===== config.mk =====
export PLATFORM = sky130hd
export DESIGN_NAME = tmr_fault_monitor
export DESIGN_NICKNAME = d
export VERILOG_FILES = /design/src/rtl/tmr_fault_monitor.sv
export SDC_FILE = /design/constraint.sdc
export NUM_CORES = 1
export LEC_CHECK = 0
export CAP_MARGIN = 20
export CELL_PAD_IN_SITES_DETAIL_PLACEMENT = 0
export CELL_PAD_IN_SITES_GLOBAL_PLACEMENT = 1
export CORE_UTILIZATION = 35
export CTS_CLUSTER_SIZE = 20
export DETAILED_ROUTE_END_ITERATION = 10
export PLACE_DENSITY = 0.82
export SLEW_MARGIN = 10
export SYNTH_ARGS = -nofsm -noshare
export SYNTH_HDL_FRONTEND = slang
export SYNTH_SLANG_ARGS = --single-unit

===== constraint.sdc =====
create_clock -name clk -period 3.2 [get_ports clk]
set_input_delay 0.64 -clock clk [delete_from_list [all_inputs] [get_ports clk]]
set_output_delay 0.64 -clock clk [all_outputs]
set_load 0.05 [all_outputs]

===== src/rtl/tmr_fault_monitor.sv =====
// tmr_fault_monitor: flags the single disagreeing TMR replica after a run of
// mismatches, requests lane recovery, and counts voter-error cycles.
module tmr_fault_monitor #(
  parameter int WIDTH       = 27,
  parameter int FAIL_THRESH = 4,
  parameter int HOLDOFF     = 8,
  parameter int CNT_W       = 16
) (
  input  logic             clk,
  input  logic             rst,
  input  logic [WIDTH-1:0] data_A,
  input  logic [WIDTH-1:0] data_B,
  input  logic [WIDTH-1:0] data_C,
  input  logic             TMR_error,
  input  logic             recov_ack,
  input  logic             clear,
  output logic [2:0]       lane_fault,
  output logic             recov_req,
  output logic [1:0]       recov_lane,
  output logic [CNT_W-1:0] err_count,
  output logic             multi_fault
);
  typedef enum logic [1:0] {IDLE, REQ, SETTLE} state_t;
  localparam logic [7:0] THR = 8'(FAIL_THRESH);
  state_t           state_q, state_d;
  logic [2:0][7:0]  cnt_q, cnt_d;
  logic [7:0]       hold_q, hold_d;
  logic [2:0]       lf_q, lf_d;
  logic [1:0]       lane_q, lane_d;
  logic [CNT_W-1:0] err_q, err_d;
  logic             mf_q, mf_d;
  logic             mab, mbc, mac, trip, rec;
  logic [2:0]       mis;
  assign mab  = data_A != data_B;
  assign mbc  = data_B != data_C;
  assign mac  = data_A != data_C;
  assign trip = mab & mbc & mac;
  assign mis  = {mac & mbc & !mab, mab & mbc & !mac, mab & mac & !mbc};
  assign rec  = state_q != IDLE;
  always_comb begin
    state_d = state_q;
    hold_d  = hold_q;
    lane_d  = lane_q;
    lf_d    = lf_q;
    for (int i = 0; i < 3; i++) begin
      cnt_d[i] = (rec && lane_q == 2'(i)) ? 8'd0 :
                 mis[i] ? ((cnt_q[i] == THR) ? cnt_q[i] : cnt_q[i] + 8'd1) :
                 trip ? cnt_q[i] : 8'd0;
      if (cnt_d[i] == THR && cnt_q[i] != THR) lf_d[i] = 1'b1;
    end
    case (state_q)
      IDLE: if (|lf_q) begin
        lane_d  = lf_q[0] ? 2'd0 : lf_q[1] ? 2'd1 : 2'd2;
        state_d = REQ;
      end
      REQ: if (recov_ack) begin
        state_d = SETTLE;
        hold_d  = 8'(HOLDOFF);
      end
      SETTLE: begin
        hold_d = hold_q - 8'd1;
        if (hold_q == 8'd1) begin
          lf_d[lane_q] = 1'b0;
          state_d      = IDLE;
        end
      end
      default: state_d = IDLE;
    endcase
    err_d = clear ? '0 : (TMR_error && !(&err_q)) ? err_q + 1'b1 : err_q;
    mf_d  = clear ? 1'b0 : trip ? 1'b1 : mf_q;
  end
  always_ff @(posedge clk) begin
    if (rst) begin
      state_q <= IDLE;
      cnt_q   <= '0;
      hold_q  <= '0;
      lf_q    <= '0;
      lane_q  <= '0;
      err_q   <= '0;
      mf_q    <= 1'b0;
    end else begin
      state_q <= state_d;
      cnt_q   <= cnt_d;
      hold_q  <= hold_d;
      lf_q    <= lf_d;
      lane_q  <= lane_d;
      err_q   <= err_d;
      mf_q    <= mf_d;
    end
  end
  assign lane_fault  = lf_q;
  assign recov_req   = state_q == REQ;
  assign recov_lane  = lane_q;
  assign err_count   = err_q;
  assign multi_fault = mf_q;
endmodule


**Word-level counts from Yosys, hierarchy flattened**

Index checks and enable logic that the tools add are counted.

- Register bits: 56
- Word-level logic and storage cells: 94
- Input port bits: 86

- Add/sub/neg operators: 5
- Multiplexer cells: 27
- Bitwise operators: 9
- Order comparisons: 2
- Reductions and logical operators: 22
- Eq/ne operators: 20

Operators by type and width:

| cell | count |
|---|---|
| 8-bit 2-to-1 mux | 13 |
| 27-bit inequality test | 3 |
| 8-bit by 3-bit == test with 1-bit output, second input constant | 6 |
| 8-bit by 1-bit adder with 8-bit output, second input constant | 3 |
| 8-bit by 3-bit inequality test with 1-bit output, second input constant | 3 |
| 16-bit by 1-bit adder with 16-bit output, second input constant | 1 |
| 8-bit one-hot mux with 2 select lines | 1 |
| 16-bit AND reduction | 1 |
| 2-bit 2-to-1 mux | 5 |
| 8-bit by 1-bit == test with 1-bit output, second input constant | 1 |
| 1-bit logical AND | 8 |
| 8-bit by 1-bit subtractor with 8-bit output, second input constant | 1 |
| 1-bit bitwise AND | 7 |
| 3-bit 2-to-1 mux | 2 |
| 2-bit inequality test, second input constant | 3 |
| 2-bit one-hot mux with 3 select lines | 1 |
| 2-bit by 1-bit == test with 1-bit output, second input constant | 2 |
| 2-bit == test, second input constant | 2 |
| 1-bit logical NOT | 4 |
| 2-bit logical NOT | 2 |
| 1-bit 2-to-1 mux | 4 |
| 2-bit AND reduction | 2 |
| 2-bit nonzero test | 2 |
| 3-bit bitwise AND | 1 |
| other kinds (7) | 7 |

**Longest topological paths before layout**

Gate-level depths: netlist (run 1).

- Word-level depth: 12
- Depth in mapped cells: 10
- Depth with buffers taken out: 9

**Least setup slack after synthesis (run 1)**

Ideal clock, no wire load.

- Path type: in2reg
- Start: in data_C[7]
- End: reg lf_q[1], in the netlist lane_fault[1]
- Setup slack: 387 ps
- Library setup time: 96 ps
- Arrival: 2717 ps
- Stages: 10
- Path buffers: 2
- Path through: xnor2_1 -> nand4_2 -> nor2_1 -> and3_4 -> buf_6 -> or4_4 -> buf_6 -> a211o_1 -> or3_1 -> o41ai_2

- Cells in the longest elaborated chain, start to end: 12
- Elaborated cells between the ends (all ways): 15
- Those cells by class: eq/ne: 3; mux: 6; bitwise: 4; reduce/logical: 2

Ends and longest elaborated chain:

| item | RTL line | RTL |
|---|---|---|
| start, declared | 13 | `input logic [WIDTH-1:0] data_C,` |
| 27-bit inequality test | 35 | `assign mbc = data_B != data_C;` |
| 1-bit bitwise AND | 37, 38 |  |
| 1-bit bitwise AND | 37 | `assign trip = mab & mbc & mac;` |
| 8-bit 2-to-1 mux | 48 | `trip ? cnt_q[i] : 8'd0;` |
| 8-bit 2-to-1 mux (*) | 47 | `mis[i] ? ((cnt_q[i] == THR) ? cnt_q[i] : cnt_q[i] + 8'd1) :` |
| 8-bit 2-to-1 mux (*) | 46 | `cnt_d[i] = (rec && lane_q == 2'(i)) ? 8'd0 :` |
| 8-bit by 3-bit == test with 1-bit output (*) | 49 | `if (cnt_d[i] == THR && cnt_q[i] != THR) lf_d[i] = 1'b1;` |
| 1-bit logical AND (*) | 49 |  |
| 1-bit 2-to-1 mux (*) | 49 |  |
| 3-bit bitwise AND (no source line) | n/a |  |
| 3-bit 2-to-1 mux | 62 | `if (hold_q == 8'd1) begin` |
| 3-bit 2-to-1 mux (*) | 51 | `case (state_q)` |
| end signal, assigned | 85 | `lf_q <= lf_d;` |
| end, declared | 28 | `logic [2:0] lf_q, lf_d;` |

Mark *: on every way between the ends. The rest lies on a longest branch, timed or not.
A chain may end at the register's enable or synchronous reset.

**Worst setup path after layout (run 1)**

- Start: in data_C[8]
- End: reg lf_q[1], in the netlist lane_fault[1]

Same word-level chain as after synthesis.

==> metrics.txt, run 1 <==
Worst EP required=3430 ps; R2R Setup Slk=870 ps; overall routing resource usage=18.29%; sequential-to-total area share from yosys stat=28.54%; Detail Route Antenna Nets=0; RSZ-0062 raised after global routing=false; Syn Area/Cell=8.148 sq um; initial antenna violation count=0; largest net degree at the start of global routing=28; die height=107.9 um; pre-CTS WS=-271.5 ps; Final Net Count=715; RR Endpoint=lane_fault[1]$_SDFF_PP0_; Top FF cell, synth=dfxtp_1; TritonRoute pass-1 iters=5; Worst Reg-to-Reg Cells=6; Final Slew Violations=0; synthesis-stage register bit count=56; post-synth top area cell=dfxtp_1; Die ar.=11650 sq um; Core Region=10890 sq um; worst path cell trace=clkdlybuf4s50_1, buf_4, xnor2_1, nand4_1, nor4_1, buf_4, and3_4, or4_4, a211o_1, or3_1, o41ai_2; CP Capture Point=lane_fault[1]$_SDFF_PP0_; Area growth, synth to finish=40.81%; clk_lat worst skew=320 ps; Worst path depth=11; relative slew slack=65.80%; clock root buffer=clkbuf_8; top-count cell post-synth=xor2_1; Post-synth top cells=xor2_1 (74), dfxtp_1 (56), nor2_1 (53), xnor2_1 (33), nand3_1 (26); Num CTS Buffers=5; Peak VDD IR=0.1827 mV; Final GP Congestion=0.8738; num ports=109; Rows=38; Pleak=2.081 nW; MaxCap Viol Count=0; kind of critical path=in2reg; CP delay by family, top=simple AND/OR/NAND/NOR gates; die width=107.9 um; Post-synth ARST share=0%; # diodes=0; Max Buffers Root-to-Sink=2; Distinct cells, synth=55; fin worst setup slack=169.9 ps; Final Hold Fails=0; DRC violations left=0; Crit. Startpoint=data_C[8]; DRT iter0 DRCs=208; WL final=10.42 mm; syn_nets=577; drt via density=5.101; Crit Reg-Reg Startpoint=state_q[1]$_SDFFE_PP0P_; post-DP HPWL=8.509 mm; share of layout cells above drive strength 1=9.823%; H-Tree Depth=2; final total power=1.459 mW; kind of end point of the critical path=flip-flop; final setup violation count=0; minimum clock period=3030 ps; Post-synth EDFFs=0; total gr overflow=0; Yosys warning count=0; ranking of synthesized cells by area=dfxtp_1 (29%), xor2_1 (17%), xnor2_1 (7.4%), nor2_1 (5.1%), nand3_1 (3.3%); status=finished clean; via count=3882; Hold Path Class=reg2reg; clk sinks=56; fmax=330.0 MHz; WL/cell=13.70 um; Starting Density=36.07%; Slew @ Worst Pin=511.4 ps; Cell Area, Synth=3928 sq um; port bufs=108; Fin Clk Skew=12.60 ps; CTS Hold Bufs=0; critical path peak fanout=4; CP Data Arrival Time=3260 ps; first-pass GRT wire length=17.22 mm; Critical-path top delay cell=or4_4; PwrDens=263.9 nW/um^2; max incr delay on CP=520 ps; CTS tree=done; buffer and inverter count on the worst path=3; critical path startpoint category=input port; post-synth top area share=28.54%; clk slew on worst S/H paths=110 ps; Tcrit/Tclk final=94.69%; Mapped Cells=482; critical path's most frequent cell=buf_4; vias in the first global route=3817
## metal layers
metal,up-vias,track usage (%),wire (um)
met5,-,0,0
met3,16,2.893,392
li1,1995,-,-
met4,0,6.067,217
met2,95,32.74,5192
met1,1776,22.17,4620
## cells by family after synthesis
| group | after synthesis | synth area share, % |
|---|---|---|
| mux | 7 | 1.816 |
| simple gates | 210 | 28.74 |
| compound gates | 66 | 11.18 |
| xor+xnor | 107 | 23.86 |
| flops | 56 | 28.54 |
| buf+inv | 27 | 2.994 |
| fa+ha+maj | 9 | 2.867 |
## placed cells by master, fill, tap and decap left out, types with 3 or more instances in the layout
master	count
and3_1	14
o31ai_1	3
mux2i_1	6
clkdlybuf4s50_1	108
nand2b_1	5
xor2_1	74
and2_1	3
a31oi_1	4
clkbuf_8	5
ha_1	9
nor4_1	13
nand3_1	26
xnor2_1	33
nor4_2	4
a21o_1	3
dfxtp_1	56
buf_4	36
nand4_1	14
o21ai_0	13
nand3b_1	4
or4_1	3
nor2b_1	8
a32oi_1	3
or2_2	6
nand2_1	19
inv_1	14
nor3b_1	3
nor2_1	53
or3_1	9
a21oi_1	19
nor3_1	15
## what timing repair did
item                       4_1_cts  5_1_grt
resized for setup                0        5
setup endpoints to repair        0        1
buffers inserted                 0        0
## worst min-delay path, stage by stage (launching register included)
cell and delay [ps]:
dfxtp_1 340, nor2_1 100, nor2_1 40
## area by class of cell
cell class	instances	area [sq um]
clock buffers	6	72.57
multi-input cells	399	2719
inverters	14	52.55
flip-flops and latches	56	1121
well taps	140	175.2
repair buffers	144	1351
clock inverters	2	38.79
fillers	1066	5358
## worst min path at each step
stage	endpoint	cells past startpoint	slack, ps	startpoint
3_5_place_dp	multi_fault$_SDFFE_PP0N_	2	490	multi_fault$_SDFFE_PP0N_
2_1_floorplan	hold_q[5]$_SDFFE_PP0P_	2	470	hold_q[5]$_SDFFE_PP0P_
4_1_cts	multi_fault$_SDFFE_PP0N_	2	510	multi_fault$_SDFFE_PP0N_
6_report	multi_fault$_SDFFE_PP0N_	2	510	multi_fault$_SDFFE_PP0N_
5_1_grt	hold_q[5]$_SDFFE_PP0P_	2	540	hold_q[5]$_SDFFE_PP0P_
3_3_place_gp	multi_fault$_SDFFE_PP0N_	2	480	multi_fault$_SDFFE_PP0N_
## where the power goes
part / leakage (nW) / switching [mW] / internal [mW]
clock: 0.0558 / 0.237 / 0.237
combinational: 1.57 / 0.117 / 0.169
sequential: 0.451 / 0.00156 / 0.698
## state kept, by name (all words and copies together) (netlist names)
signal and count:
cnt_q 24, err_count 16, hold_q 8, lane_fault 3, recov_lane 2, state_q 2, multi_fault 1
## stage by stage
| stage | hold WS [ps] | cell area, sq um | setup TNS [ps] | utilization (%) | std cells |
|---|---|---|---|---|---|
| 6_report | 512.5 | 5530 | 0 | 50.79 | 761 |
| 5_1_grt | 535.1 | 5530 | 0 | 50.79 | 761 |
| 4_1_cts | 509.6 | 5500 | 0 | 50.52 | 761 |
| 3_5_place_dp | 492.5 | 5389 | -444.1 | 49.49 | 753 |
| 3_3_place_gp | 484.5 | 5389 | -474.8 | 49.49 | 753 |
| 2_1_floorplan | 469.3 | 3928 | 0 | - | 482 |
No activity file was read; power rests on OpenSTA's default activity.
==> inputs of run 2 (changes only) <==
--- a/config.mk
+++ b/config.mk
@@ -8,10 +8,12 @@
 export CAP_MARGIN = 20
 export CELL_PAD_IN_SITES_DETAIL_PLACEMENT = 0
 export CELL_PAD_IN_SITES_GLOBAL_PLACEMENT = 1
+export CORE_MARGIN = 3
 export CORE_UTILIZATION = 35
 export CTS_CLUSTER_SIZE = 20
 export DETAILED_ROUTE_END_ITERATION = 10
 export PLACE_DENSITY = 0.82
+export SKIP_CTS_REPAIR_TIMING = 1
 export SLEW_MARGIN = 10
 export SYNTH_ARGS = -nofsm -noshare
 export SYNTH_HDL_FRONTEND = slang
==> run 2 against run 1 <==
Against the previous run: wire length is 2.3% higher; non-clock buffer count is the same; clock power shrank 20%; highest routed layer unchanged; register-to-register slack lost 40 ps; die area up 7.5%; utilization shrank 0.47 points; power shrank 6.6%; design area is 0.93% lower; clock skew fell by 3.5 ps; critical endpoint unchanged; fmax decreased by 1.6%; cell count is the same.
==> metrics.txt, run 2 (synthesis gave the netlist of run 1 again) <==
status=finished clean; critical path's most frequent cell=buf_4; Detail Route Antenna Nets=0 (unchanged); CP Capture Point=lane_fault[1]$_SDFF_PP0_; Core Region=10890 sq um (unchanged); kind of critical path=in2reg; final total power=1.363 mW (-6.6%); DRT iter0 DRCs=187 (-10%); Rows=38 (unchanged); RR Endpoint=lane_fault[1]$_SDFF_PP0_; Fin Clk Skew=9.142 ps (-3.454 ps); vias in the first global route=3897 (+2.1%); DRC violations left=0 (unchanged); PwrDens=248.8 nW/um^2 (-5.7%); die width=111.9 um (+3.7%); minimum clock period=3081 ps (+50.49 ps); Psw=0.3398 mW (-4.3%); critical path startpoint category=input port; clk sinks=56 (unchanged); commonest cells after routing, fill and taps aside=clkdlybuf4s50_1 (108), xor2_1 (74), dfxtp_1 (56); die height=111.9 um (+3.7%); combinational power share=20.7% (+1.1 points); Die ar.=12530 sq um (+7.5%); Max Buffers Root-to-Sink=2 (unchanged); total gr overflow=0 (unchanged); num ports=109 (unchanged); final hold slack=512.2 ps (-0.2740 ps); fmax=324.6 MHz (-1.6%); Crit Reg-Reg Startpoint=state_q[1]$_SDFFE_PP0P_; final core occ=50.32% (-0.47 points); post-DP HPWL=8.858 mm (+4.1%); # diodes=0 (unchanged); non-filler cells, final=761 (unchanged); first-pass GRT wire length=17.80 mm (+3.4%); WL final=10.66 mm (+2.3%); Slew @ Worst Pin=513.6 ps (+2.194 ps); TritonRoute pass-1 iters=4 (-1); Worst Reg-to-Reg Cells=6 (unchanged); Net Sw Frac=24.93% (+0.61 points); sequential share of power=51.3% (+3.4 points); RSZ-0062 raised after global routing=false; Area growth, synth to finish=39.50%; fin worst setup slack=119.5 ps (-50.49 ps); cell internal pwr=1.023 mW (-7.3%); clk_lat worst skew=300 ps (-20 ps); MaxCap Viol Count=0 (unchanged); clock power share=28.0% (-4.5 points); Final Slew Violations=0 (unchanged); Pleak=2.066 nW (-0.73%); Worst EP required=3410 ps (-20 ps); share of layout cells above drive strength 1=9.018% (-0.81 points); R2R Setup Slk=830 ps (-40 ps); Critical-path top delay cell=or4_4; pre-CTS WS=-243.9 ps (+27.56 ps); WL/cell=14.01 um (+2.3%); Final Net Count=715 (unchanged); CP Data Arrival Time=3290 ps (+30 ps); clock root buffer=clkbuf_8; placed insts=753 (unchanged); drt via density=5.074 (-0.54%); relative slew slack=65.66% (-0.15 points); Peak VDD IR=0.1530 mV (-16%); Starting Density=36.07% (unchanged); Crit. Startpoint=data_C[8]; final setup violation count=0 (unchanged); clk slew on worst S/H paths=100 ps (about the same); number of flip-flops under the largest register name=24 (unchanged); port bufs=108 (unchanged); CTS tree=done; overall routing resource usage=16.76% (-1.5 points); Sum Neg Setup Slack=0 ps (unchanged); largest register by flop count=cnt_q; initial antenna violation count=0 (unchanged); Num CTS Buffers=5 (unchanged); critical path peak fanout=4 (unchanged); max incr delay on CP=520 ps (about the same); Final Hold Fails=0 (unchanged); via count=3861 (-0.54%); Placed Area=5389 sq um (unchanged); H-Tree Depth=2 (unchanged); largest net degree at the start of global routing=28 (unchanged); Final GP Congestion=0.8463 (-3.1%); post-route cell area=5479 sq um (-0.93%); worst path cell trace=clkdlybuf4s50_1, buf_4, xnor2_1, nand4_1, nor4_1, buf_4, and3_4, or4_4, a211o_1, or3_1, o41ai_2; Tcrit/Tclk final=96.27% (+1.6 points); Hold Path Class=reg2reg; commonest non-fill, non-tap cell in the layout=clkdlybuf4s50_1; kind of end point of the critical path=flip-flop
## run 2: final cells by class
cell class	count	area, sq um
timing repair buffer	144	1351
multi-input combinational	399	2694
clock buffer	7	76.32
clock inverter	1	8.758
sequential	56	1121
fill	1035	5409
tap	140	175.2
inverter	14	52.55
## run 2: critical path: cells and delay by family
kind | cells | cell delay [ps]
AND/OR/NAND/NOR | 5 | 1180
buffers and inverters | 3 | 730
AO/OA/AOI/OAI | 2 | 620
XOR/XNOR | 1 | 120
## run 2: worst min path at each step
stage	depth (start not counted)	endpoint	start
after global placement	2	multi_fault$_SDFFE_PP0N_	multi_fault$_SDFFE_PP0N_
after floorplan	2	hold_q[5]$_SDFFE_PP0P_	hold_q[5]$_SDFFE_PP0P_
after detailed placement	2	multi_fault$_SDFFE_PP0N_	multi_fault$_SDFFE_PP0N_
after CTS	2	multi_fault$_SDFFE_PP0N_	multi_fault$_SDFFE_PP0N_
after global routing	2	multi_fault$_SDFFE_PP0N_	multi_fault$_SDFFE_PP0N_
final	2	hold_q[7]$_SDFFE_PP0P_	hold_q[7]$_SDFFE_PP0P_
## run 2: power groups by stage
stage	clock network (mW)	logic [mW]	registers (mW)
CTS	0.401	0.285	0.700
global placement	0	0.281	0.716
global route	0.422	0.305	0.700
floorplan	0	0.103	0.721
finish	0.381	0.282	0.699
detailed placement	0	0.284	0.716
## run 2: layer usage
metal  vias up  track usage [%]  wire length [um]
met1      1774            20.43              4606
met5         -                0                 0
li1       1995                -                 -
met4         0            3.045               122
met2        82            30.90              5480
met3        10            3.152               455
==> inputs of run 3 (changes only) <==
--- a/config.mk
+++ b/config.mk
@@ -13,6 +13,7 @@
 export CTS_CLUSTER_SIZE = 20
 export DETAILED_ROUTE_END_ITERATION = 10
 export PLACE_DENSITY = 0.82
+export RECOVER_POWER = 25
 export SKIP_CTS_REPAIR_TIMING = 1
 export SLEW_MARGIN = 10
 export SYNTH_ARGS = -nofsm -noshare
==> run 3 against run 2 <==
Against the previous run: setup slack got worse by 0.73 ps; largest cell class unchanged; worst hold slack better by 0.60 ps; highest routed layer unchanged; clock-buffer cell count did not move; fmax barely moved; non-clock buffer count unchanged; via count down 0.10%; critical path depth did not move; critical endpoint unchanged; sequential cell count did not move; cell count is the same; sequential share of layout area is essentially flat; power about the same; clock skew about the same.
==> metrics.txt, run 3 (synthesis gave the netlist of run 1 again) <==
status=finished clean; Final Net Count=715 (unchanged); clock power share=28.0% (about the same); number of flip-flops under the largest register name=24 (unchanged); Fin Clk Skew=9.162 ps (+0.02001 ps); Slew @ Worst Pin=1186 ps (+672.9 ps); clk sinks=56 (unchanged); Worst path depth=11 (unchanged); kind of critical path=in2reg; Starting Density=36.07% (unchanged); combinational power share=20.7% (about the same); overall routing resource usage=16.76% (unchanged); max incr delay on CP=520 ps (about the same); DRC violations left=0 (unchanged); Peak VDD IR=0.1530 mV (about the same); Worst Reg-to-Reg Cells=6 (unchanged); fmax=324.5 MHz (about the same); buffer and inverter count on the worst path=3 (unchanged); Core Region=10890 sq um (unchanged); Net Sw Frac=24.95% (about the same); Final Hold Fails=0 (unchanged); WL final=10.66 mm (unchanged); Hold Path Class=reg2reg; total gr overflow=0 (unchanged); MaxCap Viol Count=0 (unchanged); num ports=109 (unchanged); CP delay by family, top=simple AND/OR/NAND/NOR gates; die height=111.9 um (unchanged); Max Buffers Root-to-Sink=2 (unchanged); clk slew on worst S/H paths=100 ps (about the same); relative slew slack=20.90% (-45 points); vias in the first global route=3897 (unchanged); commonest cells after routing, fill and taps aside=clkdlybuf4s50_1 (107), xor2_1 (74), dfxtp_1 (56); post-DP HPWL=8.858 mm (unchanged); Detail Route Antenna Nets=0 (unchanged); Tcrit/Tclk final=96.29% (about the same); CP Data Arrival Time=3290 ps (about the same); H-Tree Depth=2 (unchanged); CTS tree=done; Pleak=2.061 nW (-0.22%); largest register by flop count=cnt_q; critical path's most frequent cell=buf_4; RSZ-0062 raised after global routing=false; critical path startpoint category=input port; clk_lat worst skew=300 ps (about the same); clock root buffer=clkbuf_8; Placed Area=5389 sq um (unchanged); # diodes=0 (unchanged); post-route cell area=5475 sq um (about the same); Area growth, synth to finish=39.41% (about the same); share of layout cells above drive strength 1=8.696% (-0.32 points); PwrDens=248.8 nW/um^2 (about the same); initial antenna violation count=0 (unchanged); Hold Path Depth=2 (unchanged); Die ar.=12530 sq um (unchanged); commonest non-fill, non-tap cell in the layout=clkdlybuf4s50_1; WL/cell=14.01 um (unchanged); Worst EP required=3410 ps (about the same); cell internal pwr=1.022 mW (about the same); Final Slew Violations=0 (unchanged); drt via density=5.068 (-0.10%); TritonRoute pass-1 iters=4 (unchanged); Psw=0.3398 mW (about the same); kind of end point of the critical path=flip-flop; sequential share of power=51.4% (about the same); critical path peak fanout=4 (unchanged); Critical-path top delay cell=or4_4; die width=111.9 um (unchanged); via count=3857 (-0.10%); Rows=38 (unchanged); port bufs=108 (unchanged); minimum clock period=3081 ps (+0.7300 ps); DRT iter0 DRCs=188 (+0.53%); worst path cell trace=clkdlybuf4s50_1, buf_4, xnor2_1, nand4_1, nor4_1, buf_4, and3_4, or4_4, a211o_1, or3_1, o41ai_2; Num CTS Buffers=5 (unchanged); final total power=1.362 mW (about the same); first-pass GRT wire length=17.80 mm (unchanged); Final GP Congestion=0.8463 (unchanged); largest net degree at the start of global routing=28 (unchanged); final setup violation count=0 (unchanged)
==> run 3: cell count changes in the layout (fill, tap and decap cells not counted) <==
cell | before | now
buf_4 | 36 | 35
dlygate4sd3_1 | 0 | 1
clkdlybuf4s50_1 | 108 | 107
clkbuf_1 | 2 | 3
or2_2 | 6 | 5
or2_0 | 0 | 1
==> run 3: path summary, 6_finish.rpt <==
path / start / to / slack (ps)
setup / recovery: data_C[8] / lane_fault[1]$_SDFF_PP0_ / 120
hold / removal: hold_q[7]$_SDFFE_PP0P_ / hold_q[7]$_SDFFE_PP0P_ / 510
setup reg to reg: state_q[1]$_SDFFE_PP0P_ / lane_fault[1]$_SDFF_PP0_ / 830
hold reg to reg: hold_q[7]$_SDFFE_PP0P_ / hold_q[7]$_SDFFE_PP0P_ / 510
==> run 3: area by class of cell <==
| type | instances | area (sq um) |
|---|---|---|
| Sequential cell | 56 | 1121 |
| Tap cell | 140 | 175.2 |
| Clock buffer | 7 | 76.32 |
| Fill cell | 1035 | 5413 |
| Multi-Input combinational cell | 399 | 2694 |
| Inverter | 14 | 52.55 |
| Clock inverter | 1 | 8.758 |
| Timing Repair Buffer | 144 | 1348 |
==> run 3: worst register-to-register path, stage by stage (launching register included) <==
cell,delay (ps)
dfxtp_1,400
nor2_1,400
nor3b_1,100
or4_4,440
a211o_1,280
or3_1,330
o41ai_2,340
==> run 3: routing by layer <==
| layer | part of all wire [%] | global-route usage, % | wire, um |
|---|---|---|---|
| met5 | 0 | 0 | 0 |
| met3 | 4.3 | 3.152 | 462 |
| met2 | 51 | 30.90 | 5477 |
| met1 | 43 | 20.43 | 4602 |
| met4 | 1.1 | 3.045 | 122 |
==> run 3: stage by stage <==
| stage | setup slack [ps] | hold slack (ps) | instances | util (%) | setup TNS, ps |
|---|---|---|---|---|---|
| after floorplan | 387.2 | 469.3 | 482 | - | 0 |
| after global placement | -200.4 | 483.0 | 753 | 49.49 | -441.7 |
| after detailed placement | -243.9 | 493.8 | 753 | 49.49 | -519.9 |
| after CTS | 73.05 | 508.8 | 761 | 50.28 | 0 |
| after global routing | 9.389 | 535.7 | 761 | 50.29 | 0 |
| final | 118.7 | 512.8 | 761 | 50.29 | 0 |
==> run 3: power by group through the flow <==
stage / Combinational, mW / Sequential, mW / Clock [mW]
after floorplan: 0.103 / 0.721 / 0
after global placement: 0.281 / 0.716 / 0
after detailed placement: 0.284 / 0.716 / 0
after CTS: 0.285 / 0.700 / 0.401
after global routing: 0.304 / 0.700 / 0.422
final: 0.281 / 0.699 / 0.381
